## src/rtl/mem_pkg.sv

```systemverilog
// Shared types and defaults for the memory stage and its SRAM controller.
package mem_pkg;

    typedef enum logic [1:0] {
        IDLE,
        LO,
        HI,
        DONE
    } mem_state_t;

    localparam logic [31:0]  DEFAULT_ADDR_OFFSET = 32'd1024;
    localparam int unsigned  DEFAULT_SRAM_ADDR_W = 18;
    localparam int unsigned  WAIT_CNT_W          = 4;

endpackage

```

## src/rtl/gen_register.sv

```systemverilog
// Generic load-enabled register with synchronous active-high reset.
module gen_register #(
    parameter int unsigned WIDTH = 32
) (
    input  logic             clk,
    input  logic             rst,
    input  logic             ld,
    input  logic [WIDTH-1:0] d,
    output logic [WIDTH-1:0] q
);

    always_ff @(posedge clk) begin
        if (rst) begin
            q <= '0;
        end else if (ld) begin
            q <= d;
        end
    end

endmodule

```

## src/rtl/mem_stage_sram_ctrl_wait_counter.sv

```systemverilog
// Per-half-word wait counter; tc flags the last cycle of a half-word access.
module sram_wait_counter
    import mem_pkg::*;
#(
    parameter int unsigned WAIT_CYCLES = 1
) (
    input  logic clk,
    input  logic rst,
    input  logic clr,
    input  logic inc,
    output logic tc
);

    logic [WAIT_CNT_W-1:0] count;

    always_ff @(posedge clk) begin
        if (rst || clr) begin
            count <= '0;
        end else if (inc) begin
            count <= count + WAIT_CNT_W'(1);
        end
    end

    assign tc = (count == WAIT_CNT_W'(WAIT_CYCLES - 1));

endmodule

```

## src/rtl/mem_stage_sram_ctrl.sv

```systemverilog
// Memory stage: word LDR/STR over a 16-bit SRAM as two half-word accesses,
// stalling upstream via freeze, followed by the MEM/WB pipeline register.
module mem_stage_sram_ctrl
    import mem_pkg::*;
#(
    parameter int unsigned WAIT_CYCLES = 1,
    parameter logic [31:0] ADDR_OFFSET = DEFAULT_ADDR_OFFSET,
    parameter int unsigned SRAM_ADDR_W = DEFAULT_SRAM_ADDR_W
) (
    input  logic                   clk,
    input  logic                   rst,
    input  logic                   WB_en_in,
    input  logic                   MEM_R_EN_in,
    input  logic                   MEM_W_EN_in,
    input  logic [31:0]            ALU_result_in,
    input  logic [31:0]            ST_val_in,
    input  logic [3:0]             Dest_in,
    output logic                   freeze,
    output logic                   WB_en,
    output logic                   MEM_R_EN,
    output logic [31:0]            ALU_result,
    output logic [31:0]            Mem_read_value,
    output logic [3:0]             Dest,
    output logic [SRAM_ADDR_W-1:0] SRAM_ADDR,
    output logic [15:0]            SRAM_DQ_out,
    output logic                   SRAM_DQ_oe,
    input  logic [15:0]            SRAM_DQ_in,
    output logic                   SRAM_WE_N
);

    mem_state_t             state, next_state;
    logic                   mem_req, is_store, tc, cnt_clr, cnt_inc, load_done;
    logic [31:0]            byte_off;
    logic [SRAM_ADDR_W-1:0] lo_addr, hi_addr;
    logic [15:0]            lo_buf, hi_buf;
    logic [1:0]             wb_ctrl_d;
    logic                   unused_addr_bits;

    assign mem_req  = MEM_R_EN_in | MEM_W_EN_in;
    assign is_store = MEM_W_EN_in & ~MEM_R_EN_in;

    // Half-word address = word index * 2 (+1 for the high half), wrapping at SRAM_ADDR_W.
    assign byte_off         = ALU_result_in - ADDR_OFFSET;
    assign lo_addr          = {byte_off[SRAM_ADDR_W:2], 1'b0};
    assign hi_addr          = {byte_off[SRAM_ADDR_W:2], 1'b1};
    assign unused_addr_bits = ^{byte_off[31:SRAM_ADDR_W+1], byte_off[1:0]};

    always_ff @(posedge clk) begin
        if (rst) begin
            state <= IDLE;
        end else begin
            state <= next_state;
        end
    end

    always_comb begin
        next_state = state;
        freeze     = 1'b0;
        case (state)
            IDLE: begin
                if (mem_req) begin
                    next_state = LO;
                    freeze     = 1'b1;
                end
            end
            LO: begin
                freeze = 1'b1;
                if (tc) next_state = HI;
            end
            HI: begin
                freeze = 1'b1;
                if (tc) next_state = DONE;
            end
            DONE:    next_state = IDLE;
            default: next_state = IDLE;
        endcase
    end

    assign cnt_inc = (state == LO) || (state == HI);
    assign cnt_clr = !cnt_inc || tc;

    sram_wait_counter #(
        .WAIT_CYCLES(WAIT_CYCLES)
    ) u_wait_counter (
        .clk (clk),
        .rst (rst),
        .clr (cnt_clr),
        .inc (cnt_inc),
        .tc  (tc)
    );

    // Bus signals are registered from next_state so they are valid throughout each LO/HI cycle.
    always_ff @(posedge clk) begin
        if (rst) begin
            SRAM_ADDR   <= '0;
            SRAM_DQ_out <= '0;
            SRAM_DQ_oe  <= 1'b0;
            SRAM_WE_N   <= 1'b1;
        end else begin
            case (next_state)
                LO: begin
                    SRAM_ADDR  <= lo_addr;
                    SRAM_WE_N  <= ~is_store;
                    SRAM_DQ_oe <= is_store;
                    if (is_store) SRAM_DQ_out <= ST_val_in[15:0];
                end
                HI: begin
                    SRAM_ADDR  <= hi_addr;
                    SRAM_WE_N  <= ~is_store;
                    SRAM_DQ_oe <= is_store;
                    if (is_store) SRAM_DQ_out <= ST_val_in[31:16];
                end
                default: begin
                    SRAM_WE_N  <= 1'b1;
                    SRAM_DQ_oe <= 1'b0;
                end
            endcase
        end
    end

    always_ff @(posedge clk) begin
        if (rst) begin
            lo_buf <= '0;
            hi_buf <= '0;
        end else begin
            if (state == LO && tc) lo_buf <= SRAM_DQ_in;
            if (state == HI && tc) hi_buf <= SRAM_DQ_in;
        end
    end

    // Control bits load every edge so a stall writes a bubble; data fields hold while frozen.
    assign wb_ctrl_d = freeze ? 2'b00 : {WB_en_in, MEM_R_EN_in};
    assign load_done = (state == DONE) && MEM_R_EN_in;

    gen_register #(.WIDTH(2)) u_wb_ctrl (
        .clk (clk),
        .rst (rst),
        .ld  (1'b1),
        .d   (wb_ctrl_d),
        .q   ({WB_en, MEM_R_EN})
    );

    gen_register #(.WIDTH(36)) u_wb_data (
        .clk (clk),
        .rst (rst),
        .ld  (~freeze),
        .d   ({ALU_result_in, Dest_in}),
        .q   ({ALU_result, Dest})
    );

    gen_register #(.WIDTH(32)) u_wb_read (
        .clk (clk),
        .rst (rst),
        .ld  (load_done),
        .d   ({hi_buf, lo_buf}),
        .q   (Mem_read_value)
    );

endmodule

```

## config.mk

```make
export PLATFORM = sky130hd
export DESIGN_NAME = mem_stage_sram_ctrl
export DESIGN_NICKNAME = d
export VERILOG_FILES = /design/src/rtl/mem_pkg.sv /design/src/rtl/gen_register.sv /design/src/rtl/mem_stage_sram_ctrl_wait_counter.sv /design/src/rtl/mem_stage_sram_ctrl.sv
export SDC_FILE = /design/constraint.sdc
export NUM_CORES = 1
export LEC_CHECK = 0
export BUFFER_PORTS_ARGS = -buffer_cell sky130_fd_sc_hd__buf_2
export CORE_AREA = 5 5 102 143
export DETAILED_ROUTE_END_ITERATION = 10
export DIE_AREA = 0 0 107 148
export HOLD_SLACK_MARGIN = 0.1
export PLACE_DENSITY_LB_ADDON = 0.25
export SETUP_SLACK_MARGIN = 0.3
export SLEW_MARGIN = 5
export SYNTH_ARGS = -nofsm -noshare
export SYNTH_HDL_FRONTEND = slang
export SYNTH_SLANG_ARGS = --single-unit
```

## constraint.sdc

```tcl
create_clock -name clk -period 2.8 [get_ports clk]
set_input_delay 0.7 -clock clk [delete_from_list [all_inputs] [get_ports clk]]
set_output_delay 0.7 -clock clk [all_outputs]
set_load 0.01 [all_outputs]
```

==> impl_results.md <==
* Share of synthesized area spent on multiplexers at 10.93%
* Critical Path Stages at 9
* Number of diodes at 0
* Syn avg cell area at 8.563 um^2
* Drt pass-1 iters at 4
* CP max-delay cell: dfxtp_2
* M1 GR Usage at 22.26%
* Delay-heaviest family, CP: compound AO/OA/AOI/OAI gates
* Synth Area in Adders at 2.385%
* Crit start category: register
* Final min period at 2.387 ns
* Pleak at 0.003480 uW
* Synthesized instance count at 674
* Yosys warns at 0
* GRT Max-Usage Layer: met2
* Drt wl/cell at 14.32 um
* Unique masters post-synth at 41
* Core area at 13140 um^2
* Max Cap Viol at 0
* Yosys top cell area share at 49.95%
* Synth Area in XOR/XNOR at 0.7587%
* Cell taking the most area after synthesis: dfxtp_1
* Met2 GRT Util at 31.49%
* Iter 0 DRT Violations at 134
* Final setup viols at 0
* Crit-path max cell delay at 0.36 ns
* Routability congestion estimate at 0.8298
* R2R setup slack at 0.41 ns
* CTS Hold Bufs at 0
* Bufs and invs on worst path at 1
* WHS Path Cells at 1
* Initial antenna violation count at 1
* Share of layout cells above drive strength 1 at 33.53%
* WS Path Type: register to register
* Overflow left after global routing at 0
* Post-route antenna net violation count at 0
* Area delta synth->final at 32.41%
* Mapped cell area at 5772 um^2
* Largest net degree at the start of global routing at 51
* Crit. End Element: register
* Worst min path class: register to register
* Syn Nets at 774
* Switching portion of total power at 36.60%
* CP arrival at 2.71 ns
* Seq pwr share at 33.7%
* Tcrit/Tclk final at 85.26%
* Worst-path cell chain: inv_2, ha_4, nor3b_4, o211a_1, or2_4, ha_4, or2_4, a21o_4, a211oi_1
* Die X at 107 um
* Peak VDD IR at 668.4 uV
* Synth area leaders: dfxtp_1 50%, nand2_1 13%, mux2i_1 7.8%, a21oi_1 6.0%, a211oi_1 4.4%
* Die area at 15840 um^2
* Via density per instance at 4.969
* Worst Tran Pin Value at 0.7574 ns
* Sequential cell area fraction in the yosys report at 49.95%
* P_int at 5195 uW
* Final Max Slew Viols at 0
* Routed WL at 14620 um
* CTS Sinks at 144
* Total CTS buffers at 17
* CP required at 3.12 ns
* Most frequent cells in the layout: 205 x nand2_1, 194 x buf_2, 140 x dfxtp_1, 68 x a21oi_1, 45 x mux2i_1
* Global-route wire length before repair at 24020 um
* Asr flop ratio synth at 0%
* Nets@finish at 952
* Seq cells post-synth at 144
* Post-Synth Simple-Gate Area at 18.53%
* Post-synth EDFFs at 0
* Synth Area in Compound Gates at 12.31%
* Vias in the first global route at 4986
* Initial core utilization at 43.93%
* I/O Pins at 196
* Vias at 5073
* Final non-filler cell total at 1021
* Met3 GRT Util at 6.509%
* Net Switching at 2999 uW
* RSZ-0062 raised after global routing: yes
* CP Max Fanout at 17
* Worst R2R Path Depth at 9
* Clock Tree Buf Depth at 2
* Comb power frac at 37.8%
* Clock transition at path regs at 0.06 ns
* Tot Pwr at 8194 uW
* Drt drc at 0
* Achievable Freq at 418.9 MHz
* All-Layer GR Usage at 18.69%
* Placed Cells at 989
* Skew-Pair Late Insertion Delay at 0.41 ns
* CTS HTree Levels at 4
* Die height at 148 um
* Final hold vios at 0
* Row count at 50
* Root Driver: clkbuf_16
* Most common cell after layout, fill and taps aside: nand2_1
* Worst-case clock skew at 0.007125 ns
* Rel. slew slack at 49.22%
* PwrDens at 1072 nW/um^2
* Clk network pwr share at 28.5%
* I/O Buffers at 195
* Largest family of logic cells by synthesized area: simple AND/OR/NAND/NOR gates
* Dpl hpwl at 10440 um
* Post-CTS setup buffer count at 0
* CTS tree: yes
* Ys flop type: dfxtp_1
* Post-route setup TNS at 0 ns
* Status: finished clean
layout make-up:
type,instances,area [um^2]
fill,1241,5495
sequential,144,2888
multi-input combinational,452,2740
timing repair buffer,208,1092
clock buffer,17,425.4
tap,156,195.2
clock inverter,15,190.2
inverter,29,111.4
state kept, by name, summed over array words and instances, names as in the netlist:
register              flops
SRAM_DQ_out              16
lo_buf                   16
hi_buf                   16
u_wait_counter.count      4
u_wb_read.q              32
u_wb_data.q              36
SRAM_WE_N                 1
u_wb_ctrl.q               2
SRAM_ADDR                18
SRAM_DQ_oe                1
state                     2
power groups by stage:
stage               sequential [uW]  clock (uW)  combinational, uW
floorplan                      2970           0               2070
global placement               2800           0               3070
detailed placement             2800           0               3100
CTS                            2770        2390               3110
global route                   2830        2490               3430
finish                         2760        2330               3100
cells by family (layout without fill, tap and decap cells):
family | count (synthesis) | after routing
DFF | 144 | 144
muxes | 61 | 61
and+or+nand+nor | 258 | 258
buffers and inverters | 78 | 269
xor gates and xnor gates | 5 | 5
AOI/OAI and AO/OA | 117 | 117
adders and majority gates | 11 | 11
per-stage QoR:
stage / cell area [um^2] / utilization [%] / hold slack (ns) / setup slack [ns]
final: 7642 / 58.17 / 0.4443 / 0.4128
after global routing: 7642 / 58.17 / 0.4607 / 0.2553
after CTS: 7627 / 58.06 / 0.4453 / 0.3151
after detailed placement: 7010 / 53.36 / 0.4377 / 0.09171
after global placement: 7010 / 53.36 / 0.4301 / 0.1285
after floorplan: 5919 / - / 0.4186 / 0.3084
layer usage:
metal  share of wire (%)  wire length (um)
met4                 1.6               241
met2                  50              7334
met1                  42              6091
met5               0.048                 7
met3                 6.5               947
cell usage after synthesis, types with 4 or more instances:
| cell type | n |
|---|---|
| mux2i_1 | 45 |
| nor3b_1 | 4 |
| inv_1 | 28 |
| nor3_1 | 4 |
| nor2_1 | 25 |
| nand2_1 | 205 |
| a21oi_1 | 69 |
| buf_1 | 6 |
| a211oi_1 | 34 |
| clkbuf_1 | 40 |
| dfxtp_1 | 144 |
| ha_1 | 11 |
| mux2_2 | 16 |
path summary, 6_finish.rpt:
path,to,startpoint
worst min-delay path,u_wait_counter.count[0],u_wait_counter.count[0]
worst max register to register,SRAM_DQ_out[1],u_wait_counter.count[0]
worst max-delay path,SRAM_DQ_out[1],u_wait_counter.count[0]
worst min register to register,u_wait_counter.count[0],u_wait_counter.count[0]
repair_timing:
action	CTS	global route
endpoints found under the setup margin	16	15
resized for setup	1	3
pin swaps	0	0
Power figures use the tool's default switching activity.
